### config.mk
export PLATFORM = sky130hd
export DESIGN_NAME = ula_seq_flat
export DESIGN_NICKNAME = d
export VERILOG_FILES = /design/src/rtl/ula_seq_if.sv /design/src/rtl/ula_seq.sv /design/src/flat_wrapper.sv
export SDC_FILE = /design/constraint.sdc
export NUM_CORES = 1
export LEC_CHECK = 0
export CORE_MARGIN = 2
export CORE_UTILIZATION = 50
export CTS_BUF_LIST = sky130_fd_sc_hd__clkbuf_2
export CTS_CLUSTER_DIAMETER = 40
export DETAILED_ROUTE_END_ITERATION = 12
export PLACE_DENSITY = 0.73
export SYNTH_ARGS = -nofsm -noshare
export SYNTH_HDL_FRONTEND = slang
export SYNTH_SLANG_ARGS = --single-unit
### constraint.sdc
create_clock -name clk -period 6.5 [get_ports clk]
set_input_delay 0.975 -clock clk [delete_from_list [all_inputs] [get_ports clk]]
set_output_delay 0.975 -clock clk [all_outputs]
set_load 0.03 [all_outputs]
### src/rtl/ula_seq_if.sv
// ula_seq_if: request/response bundle between the operand/decoder side and ula_seq.
//   master: drives start, opcode, temp1, temp2; observes busy, done, illegal,
//           result, result_hi, flag_z/c/n/v.
//   slave : the execution unit (mirror image of master).
interface ula_seq_if #(
  parameter int unsigned WIDTH = 8
) ();

  logic             start;
  logic [4:0]       opcode;
  logic [WIDTH-1:0] temp1;
  logic [WIDTH-1:0] temp2;
  logic             busy;
  logic             done;
  logic             illegal;
  logic [WIDTH-1:0] result;
  logic [WIDTH-1:0] result_hi;
  logic             flag_z;
  logic             flag_c;
  logic             flag_n;
  logic             flag_v;

  modport master (
    output start, opcode, temp1, temp2,
    input  busy, done, illegal, result, result_hi,
    input  flag_z, flag_c, flag_n, flag_v
  );

  modport slave (
    input  start, opcode, temp1, temp2,
    output busy, done, illegal, result, result_hi,
    output flag_z, flag_c, flag_n, flag_v
  );

endinterface

### src/rtl/ula_seq.sv
// ula_seq: sequenced ALU stage. Latches opcode/temp1/temp2 on start (IDLE only),
// executes single-cycle ops in EXEC or an iterative shift-add multiply in MUL,
// then pulses done for one cycle. Result and flags hold until the next
// completed legal operation.
//   clk, rst : clock and synchronous active-high reset
//   bus      : ula_seq_if.slave (start/opcode/temp1/temp2 in; busy, done,
//              illegal, result, result_hi, flag_z/c/n/v out, all registered)
// Build option: define ULA_MUL_EN to build the multiplier (opcode 01010);
// otherwise that opcode completes as illegal and result_hi stays 0.
module ula_seq #(
  parameter int unsigned WIDTH = 8
) (
  input  logic      clk,
  input  logic      rst,
  ula_seq_if.slave  bus
);

  localparam int unsigned W1   = WIDTH + 1;
  localparam int unsigned MSB  = WIDTH - 1;
  localparam int unsigned SHW  = (WIDTH > 1) ? $clog2(WIDTH) : 1;
  localparam int unsigned CNTW = $clog2(WIDTH + 1);

  localparam logic [1:0] S_IDLE = 2'd0;
  localparam logic [1:0] S_EXEC = 2'd1;
  localparam logic [1:0] S_MUL  = 2'd2;
  localparam logic [1:0] S_DONE = 2'd3;

  localparam logic [4:0] OP_ADD   = 5'b00100;
  localparam logic [4:0] OP_SUB   = 5'b00101;
  localparam logic [4:0] OP_AND   = 5'b00110;
  localparam logic [4:0] OP_OR    = 5'b00111;
  localparam logic [4:0] OP_XOR   = 5'b01000;
  localparam logic [4:0] OP_CMP   = 5'b01001;
  localparam logic [4:0] OP_MUL   = 5'b01010;
  localparam logic [4:0] OP_SHL   = 5'b01011;
  localparam logic [4:0] OP_SHR   = 5'b01100;
  localparam logic [4:0] OP_NOT   = 5'b01101;
  localparam logic [4:0] OP_INC   = 5'b01111;
  localparam logic [4:0] OP_DEC   = 5'b10000;
  localparam logic [4:0] OP_NEG   = 5'b10001;
  localparam logic [4:0] OP_MOV   = 5'b10010;
  localparam logic [4:0] OP_PASSB = 5'b10011;

  logic [1:0]       state_q, state_d;
  logic [4:0]       op_q;
  logic [WIDTH-1:0] a_q, b_q;

  logic [WIDTH-1:0] result_q, result_hi_q;
  logic             z_q, c_q, n_q, v_q;
  logic             busy_q, done_q, illegal_q;

  logic             start_mul_c;

  // Extended-width arithmetic: bit WIDTH carries the carry-out or borrow.
  logic [WIDTH:0]   add_w, sub_w, inc_w, dec_w, neg_w, shl_w, shr_w;
  logic [SHW-1:0]   shamt;

  logic [WIDTH-1:0] alu_r;
  logic             alu_c, alu_v, alu_wr, alu_legal;

`ifdef ULA_MUL_EN
  logic [2*WIDTH-1:0] prod_q;
  logic [CNTW-1:0]    cnt_q;
  logic [WIDTH:0]     mul_sum;

  assign start_mul_c = (bus.opcode == OP_MUL);
  // One shift-add step: add multiplicand into the high half when the current
  // multiplier bit (prod_q[0]) is set, then shift the whole product right.
  assign mul_sum = {1'b0, prod_q[2*WIDTH-1:WIDTH]} + (prod_q[0] ? {1'b0, a_q} : W1'(0));
`else
  assign start_mul_c = 1'b0;
`endif

  assign shamt = b_q[SHW-1:0];
  assign add_w = {1'b0, a_q} + {1'b0, b_q};
  assign sub_w = {1'b0, a_q} - {1'b0, b_q};
  assign inc_w = {1'b0, a_q} + W1'(1);
  assign dec_w = {1'b0, a_q} - W1'(1);
  assign neg_w = W1'(0) - {1'b0, a_q};
  // Shift-outs land in the extra bit, so a zero shift naturally gives C=0.
  assign shl_w = {1'b0, a_q} << shamt;
  assign shr_w = {a_q, 1'b0} >> shamt;

  // State register
  always_ff @(posedge clk) begin
    if (rst) state_q <= S_IDLE;
    else     state_q <= state_d;
  end

  // Next-state logic
  always_comb begin
    state_d = state_q;
    case (state_q)
      S_IDLE: if (bus.start) state_d = start_mul_c ? S_MUL : S_EXEC;
      S_EXEC: state_d = S_DONE;
`ifdef ULA_MUL_EN
      S_MUL:  if (cnt_q == CNTW'(WIDTH)) state_d = S_DONE;
`else
      S_MUL:  state_d = S_IDLE;
`endif
      S_DONE: state_d = S_IDLE;
      default: state_d = S_IDLE;
    endcase
  end

  // Single-cycle ALU on the latched operands
  always_comb begin
    alu_r     = '0;
    alu_c     = 1'b0;
    alu_v     = 1'b0;
    alu_wr    = 1'b1;
    alu_legal = 1'b1;
    case (op_q)
      OP_ADD: begin
        alu_r = add_w[WIDTH-1:0];
        alu_c = add_w[WIDTH];
        alu_v = (a_q[MSB] ~^ b_q[MSB]) & (add_w[MSB] ^ a_q[MSB]);
      end
      OP_SUB, OP_CMP: begin
        alu_r  = sub_w[WIDTH-1:0];
        alu_c  = sub_w[WIDTH];
        alu_v  = (a_q[MSB] ^ b_q[MSB]) & (sub_w[MSB] ^ a_q[MSB]);
        alu_wr = (op_q == OP_SUB);
      end
      OP_AND:   alu_r = a_q & b_q;
      OP_OR:    alu_r = a_q | b_q;
      OP_XOR:   alu_r = a_q ^ b_q;
      OP_SHL: begin
        alu_r = shl_w[WIDTH-1:0];
        alu_c = shl_w[WIDTH];
      end
      OP_SHR: begin
        alu_r = shr_w[WIDTH:1];
        alu_c = shr_w[0];
      end
      OP_NOT:   alu_r = ~a_q;
      OP_INC: begin
        alu_r = inc_w[WIDTH-1:0];
        alu_c = inc_w[WIDTH];
        alu_v = ~a_q[MSB] & inc_w[MSB];
      end
      OP_DEC: begin
        alu_r = dec_w[WIDTH-1:0];
        alu_c = dec_w[WIDTH];
        alu_v = a_q[MSB] & ~dec_w[MSB];
      end
      OP_NEG: begin
        alu_r = neg_w[WIDTH-1:0];
        alu_c = neg_w[WIDTH];
        alu_v = a_q[MSB] & neg_w[MSB];
      end
      OP_MOV:   alu_r = a_q;
      OP_PASSB: alu_r = b_q;
      // Multiply runs in its own state; it only lands here when not built.
      OP_MUL:   alu_legal = 1'b0;
      default:  alu_legal = 1'b0;
    endcase
  end

  // Operand latch, result/flag registers and handshake outputs
  always_ff @(posedge clk) begin
    if (rst) begin
      op_q        <= '0;
      a_q         <= '0;
      b_q         <= '0;
      result_q    <= '0;
      result_hi_q <= '0;
      z_q         <= 1'b0;
      c_q         <= 1'b0;
      n_q         <= 1'b0;
      v_q         <= 1'b0;
      busy_q      <= 1'b0;
      done_q      <= 1'b0;
      illegal_q   <= 1'b0;
`ifdef ULA_MUL_EN
      prod_q      <= '0;
      cnt_q       <= '0;
`endif
    end else begin
      busy_q    <= (state_d != S_IDLE);
      done_q    <= (state_d == S_DONE);
      illegal_q <= (state_q == S_EXEC) && !alu_legal;

      if (state_q == S_IDLE && bus.start) begin
        op_q <= bus.opcode;
        a_q  <= bus.temp1;
        b_q  <= bus.temp2;
`ifdef ULA_MUL_EN
        prod_q <= {{WIDTH{1'b0}}, bus.temp2};
        cnt_q  <= '0;
`endif
      end

      if (state_q == S_EXEC && alu_legal) begin
        if (alu_wr) result_q <= alu_r;
        z_q <= (alu_r == '0);
        n_q <= alu_r[MSB];
        c_q <= alu_c;
        v_q <= alu_v;
      end

`ifdef ULA_MUL_EN
      // WIDTH iterations, then one cycle to publish the product.
      if (state_q == S_MUL) begin
        if (cnt_q != CNTW'(WIDTH)) begin
          prod_q <= {mul_sum, prod_q[WIDTH-1:1]};
          cnt_q  <= cnt_q + CNTW'(1);
        end else begin
          result_q    <= prod_q[WIDTH-1:0];
          result_hi_q <= prod_q[2*WIDTH-1:WIDTH];
          z_q         <= (prod_q == '0);
          n_q         <= 1'b0;
          c_q         <= 1'b0;
          v_q         <= 1'b0;
        end
      end
`endif
    end
  end

  assign bus.busy      = busy_q;
  assign bus.done      = done_q;
  assign bus.illegal   = illegal_q;
  assign bus.result    = result_q;
  assign bus.result_hi = result_hi_q;
  assign bus.flag_z    = z_q;
  assign bus.flag_c    = c_q;
  assign bus.flag_n    = n_q;
  assign bus.flag_v    = v_q;

endmodule
### src/flat_wrapper.sv
// flat-port wrapper written by rule: the top's interface ports become plain ports
module ula_seq_flat 
#(
  parameter int unsigned WIDTH = 8
)
  (clk, rst, bus_start, bus_opcode, bus_temp1, bus_temp2, bus_busy, bus_done, bus_illegal, bus_result, bus_result_hi, bus_flag_z, bus_flag_c, bus_flag_n, bus_flag_v);
  ula_seq_if #(.WIDTH(WIDTH)) bus_i ();
  input  logic clk;
  input  logic rst;
  input wire logic [$bits(bus_i.start)-1:0] bus_start;
  input wire logic [$bits(bus_i.opcode)-1:0] bus_opcode;
  input wire logic [$bits(bus_i.temp1)-1:0] bus_temp1;
  input wire logic [$bits(bus_i.temp2)-1:0] bus_temp2;
  output wire logic [$bits(bus_i.busy)-1:0] bus_busy;
  output wire logic [$bits(bus_i.done)-1:0] bus_done;
  output wire logic [$bits(bus_i.illegal)-1:0] bus_illegal;
  output wire logic [$bits(bus_i.result)-1:0] bus_result;
  output wire logic [$bits(bus_i.result_hi)-1:0] bus_result_hi;
  output wire logic [$bits(bus_i.flag_z)-1:0] bus_flag_z;
  output wire logic [$bits(bus_i.flag_c)-1:0] bus_flag_c;
  output wire logic [$bits(bus_i.flag_n)-1:0] bus_flag_n;
  output wire logic [$bits(bus_i.flag_v)-1:0] bus_flag_v;
  assign bus_i.start = bus_start;
  assign bus_i.opcode = bus_opcode;
  assign bus_i.temp1 = bus_temp1;
  assign bus_i.temp2 = bus_temp2;
  assign bus_busy = bus_i.busy;
  assign bus_done = bus_i.done;
  assign bus_illegal = bus_i.illegal;
  assign bus_result = bus_i.result;
  assign bus_result_hi = bus_i.result_hi;
  assign bus_flag_z = bus_i.flag_z;
  assign bus_flag_c = bus_i.flag_c;
  assign bus_flag_n = bus_i.flag_n;
  assign bus_flag_v = bus_i.flag_v;
  ula_seq #(.WIDTH(WIDTH)) u_core (.clk(clk), .rst(rst), .bus(bus_i));
endmodule
==> results.yml <==
run_status:
  run_status: "finished, final reports clean"
grt:
  grt_pass1_vias: 3830
  grt.overflow.total: 0
  grt_usage_pct: 30.1
  antenna_found_initial: 0
  grt_pass1_wl_mm: 20.6
  grt_max_degree: 36
pwr:
  ir_drop_uv: 120
  p_clk_share_pct: 27.3
  combPwrFrac_pct: 34.9
  p_int_w: 0.000448
  p_switching_w: 0.000268
  total_power_w: 0.000715
  pwr-share-seq_pct: 37.8
  switching_share_pct: 37.4
  powerDensity_nw_per_um2: 164
  p_leak_nw: 1.54
hold_path:
  min_path_type: "flip-flop to flip-flop"
timing:
  rsz0062_at_grt: "no"
  timing.fmax_mhz: 291
  drv_slew: 0
  post-route-min-period_ns: 3.44
  setup_viol: 0
  worstMarginPinSlew_ns: 1.04
  period_share_pct: 52.9
  hold_ws_ns: 0.478
  fin_skew_ns: 0.0179
  relSlewSlack_pct: 30.1
  tns_ns: 0
  hold_viol_final: 0
place:
  globalplace.congestion: 1.14
  dp_hpwl_mm: 9.54
  numPortBuffers: 38
die:
  core_um2: 7690
  die_w_um: 92.9
  dieArea_um2: 8640
  rows: 32
  boundaryPins: 47
  die_y_um: 92.9
  start_util_pct: 51.4
clock_network:
  cts_hold_buffers: 0
  cts_tree: "done"
  clk_pin_slew_worst_paths_ns: 0.23
  cts.htree.levels: 2
  clock-sinks: 37
  cts_resized: 0
  cts_root_buffer: "clkbuf_2"
  cts.path.max_buffers: 2
  cts_buffers: 5
  postCtsSetupRepairBufs: 0
  clock_latency_ns: 0.43
worst_setup_path:
  endpoint_kind: "flip-flop"
  worstPathRequired_ns: 6.90
  cp-start-kind: "flip-flop"
  critPathKind: "flip-flop to flip-flop"
  crit_fanout: 22
  crit_arrival_ns: 3.84
cells_and_area:
  final_common_cell: "nand2_1"
  final_cell_mix: "nand2_1 (60), a21oi_1 (38), clkdlybuf4s50_1 (38), dfxtp_1 (37), nor2_1 (34)"
  fin_nets: 568
  layout-drive-gt1-share_pct: 7.39
  fillerInstances: 744
  syn_to_final_growth_pct: 10.3
  antenna_cells: 0
flow_run:
  cap_violations: 0
synth:
  syn_inst: 504
  synth-seq-cells: 37
  synth-seq-area-share_pct: 18.7
  synth-async-reset-ratio_pct: 0
  synth_edf_count: 0
  synth_ff_type: "dfxtp_1"
  synth_cell_types: 81
  yosys_warnings: 0
  netlist_area_um2: 3950
  syn_avg_cell_area_um2: 7.84
route:
  first_iter_violations: 576
  wl_per_cell_um: 20.8
  drc: 0
  vias_per_cell: 6.72
  drtPass1Iterations: 6
  vias: 4141
  ant_nets: 0
  routed_wl_mm: 12.8
## cells in the mapped netlist (all sizes together), types with 6 or more instances
| cell type | number | area [um2] |
|---|---|---|
| nand2 | 60 | 225 |
| a21oi | 39 | 199 |
| dfxtp | 37 | 741 |
| nor2 | 36 | 145 |
| buf | 31 | 198 |
| ha | 29 | 363 |
| inv | 23 | 86.3 |
| nor3 | 23 | 115 |
| clkbuf | 18 | 67.6 |
| o21ai | 17 | 85.1 |
| a211oi | 11 | 82.6 |
| a221oi | 11 | 109 |
| xnor2 | 10 | 87.6 |
| mux4 | 9 | 229 |
| and3 | 8 | 55.1 |
| nand3 | 8 | 40.0 |
| nor4 | 8 | 56.3 |
| nand2b | 6 | 37.5 |
| nand4 | 6 | 37.5 |
| nor3b | 6 | 45.0 |
| o211ai | 6 | 45.0 |
## final timing paths
path / start / endpoint / slack [ns] / cells past startpoint
max reg2reg: u_core.b_q[0]$_SDFFE_PP0P_ / u_core.bus.flag_z$_SDFFE_PP0P_ / 3.06 / 10
max: u_core.b_q[0]$_SDFFE_PP0P_ / u_core.bus.flag_z$_SDFFE_PP0P_ / 3.06 / 10
min: u_core.bus.flag_c$_SDFFE_PP0P_ / u_core.bus.flag_c$_SDFFE_PP0P_ / 0.48 / 2
min reg2reg: u_core.bus.flag_c$_SDFFE_PP0P_ / u_core.bus.flag_c$_SDFFE_PP0P_ / 0.48 / 2
## layout make-up
type / count / area (um2) / area share, %
Multi-Input combinational cell: 402 / 2890 / 66.2
Sequential cell: 37 / 741 / 17.0
Timing Repair Buffer: 44 / 425 / 9.75
Tap cell: 102 / 128 / 2.93
Inverter: 23 / 86.3 / 1.98
Clock inverter: 3 / 68.8 / 1.58
Clock buffer: 5 / 25.0 / 0.574
## critical path: stages (launching register included)
cell	delay, ns
dfxtp_1	1.00
ha_1	0.33
inv_1	0.07
fa_1	0.41
nor3b_1	0.17
nor3_1	0.34
o221ai_1	0.19
a22o_1	0.24
nor4_1	0.29
and4_1	0.24
a31o_1	0.14
## cell families (layout without fill, tap and decap cells)
kind of cell,after synthesis,after routing,share of synthesized area [%]
multiplexers,15,15,7.37
AO/OA/AOI/OAI,141,141,25.9
other,1,8,0.0948
flip-flops,37,37,18.7
XOR/XNOR,13,13,2.88
buffers and inverters,72,75,8.89
adder cells (fa/ha/maj),31,31,10.2
AND/OR/NAND/NOR,194,194,25.9
## routing by layer
metal | vias to the layer above | track usage (%) | routed length (um)
met4 | 0 | 12.1 | 675
met3 | 67 | 4.48 | 1200
met1 | 1933 | 41.6 | 5290
met5 | - | 0 | 0
li1 | 1872 | - | -
met2 | 269 | 47.0 | 5670
## through the flow
stage / cell area (um2) / util [%] / std cells / setup slack, ns
detailed placement: 4270 / 55.5 / 608 / 3.17
CTS: 4360 / 56.7 / 616 / 3.13
global placement: 4270 / 55.5 / 608 / 3.27
floorplan: 3980 / - / 511 / 3.59
global route: 4360 / 56.7 / 616 / 2.72
finish: 4360 / 56.7 / 616 / 3.06
## registers in the layout, indices dropped and copies added, names as in the netlist, 2 cells and up
signal / cells
u_core.bus.result: 8
u_core.a_q: 8
u_core.state_q: 2
u_core.op_q: 5
u_core.b_q: 8
## power by group through the flow
stage	Clock [W]	Combinational, W	Sequential, W
final	0.000196	0.000249	0.000271
after global routing	0.000206	0.000271	0.000273
after CTS	0.000196	0.000244	0.000269
after detailed placement	0	0.000243	0.000274
after global placement	0	0.000241	0.000273
after floorplan	0	0.000179	0.000268
Power figures use the tool's default switching activity.
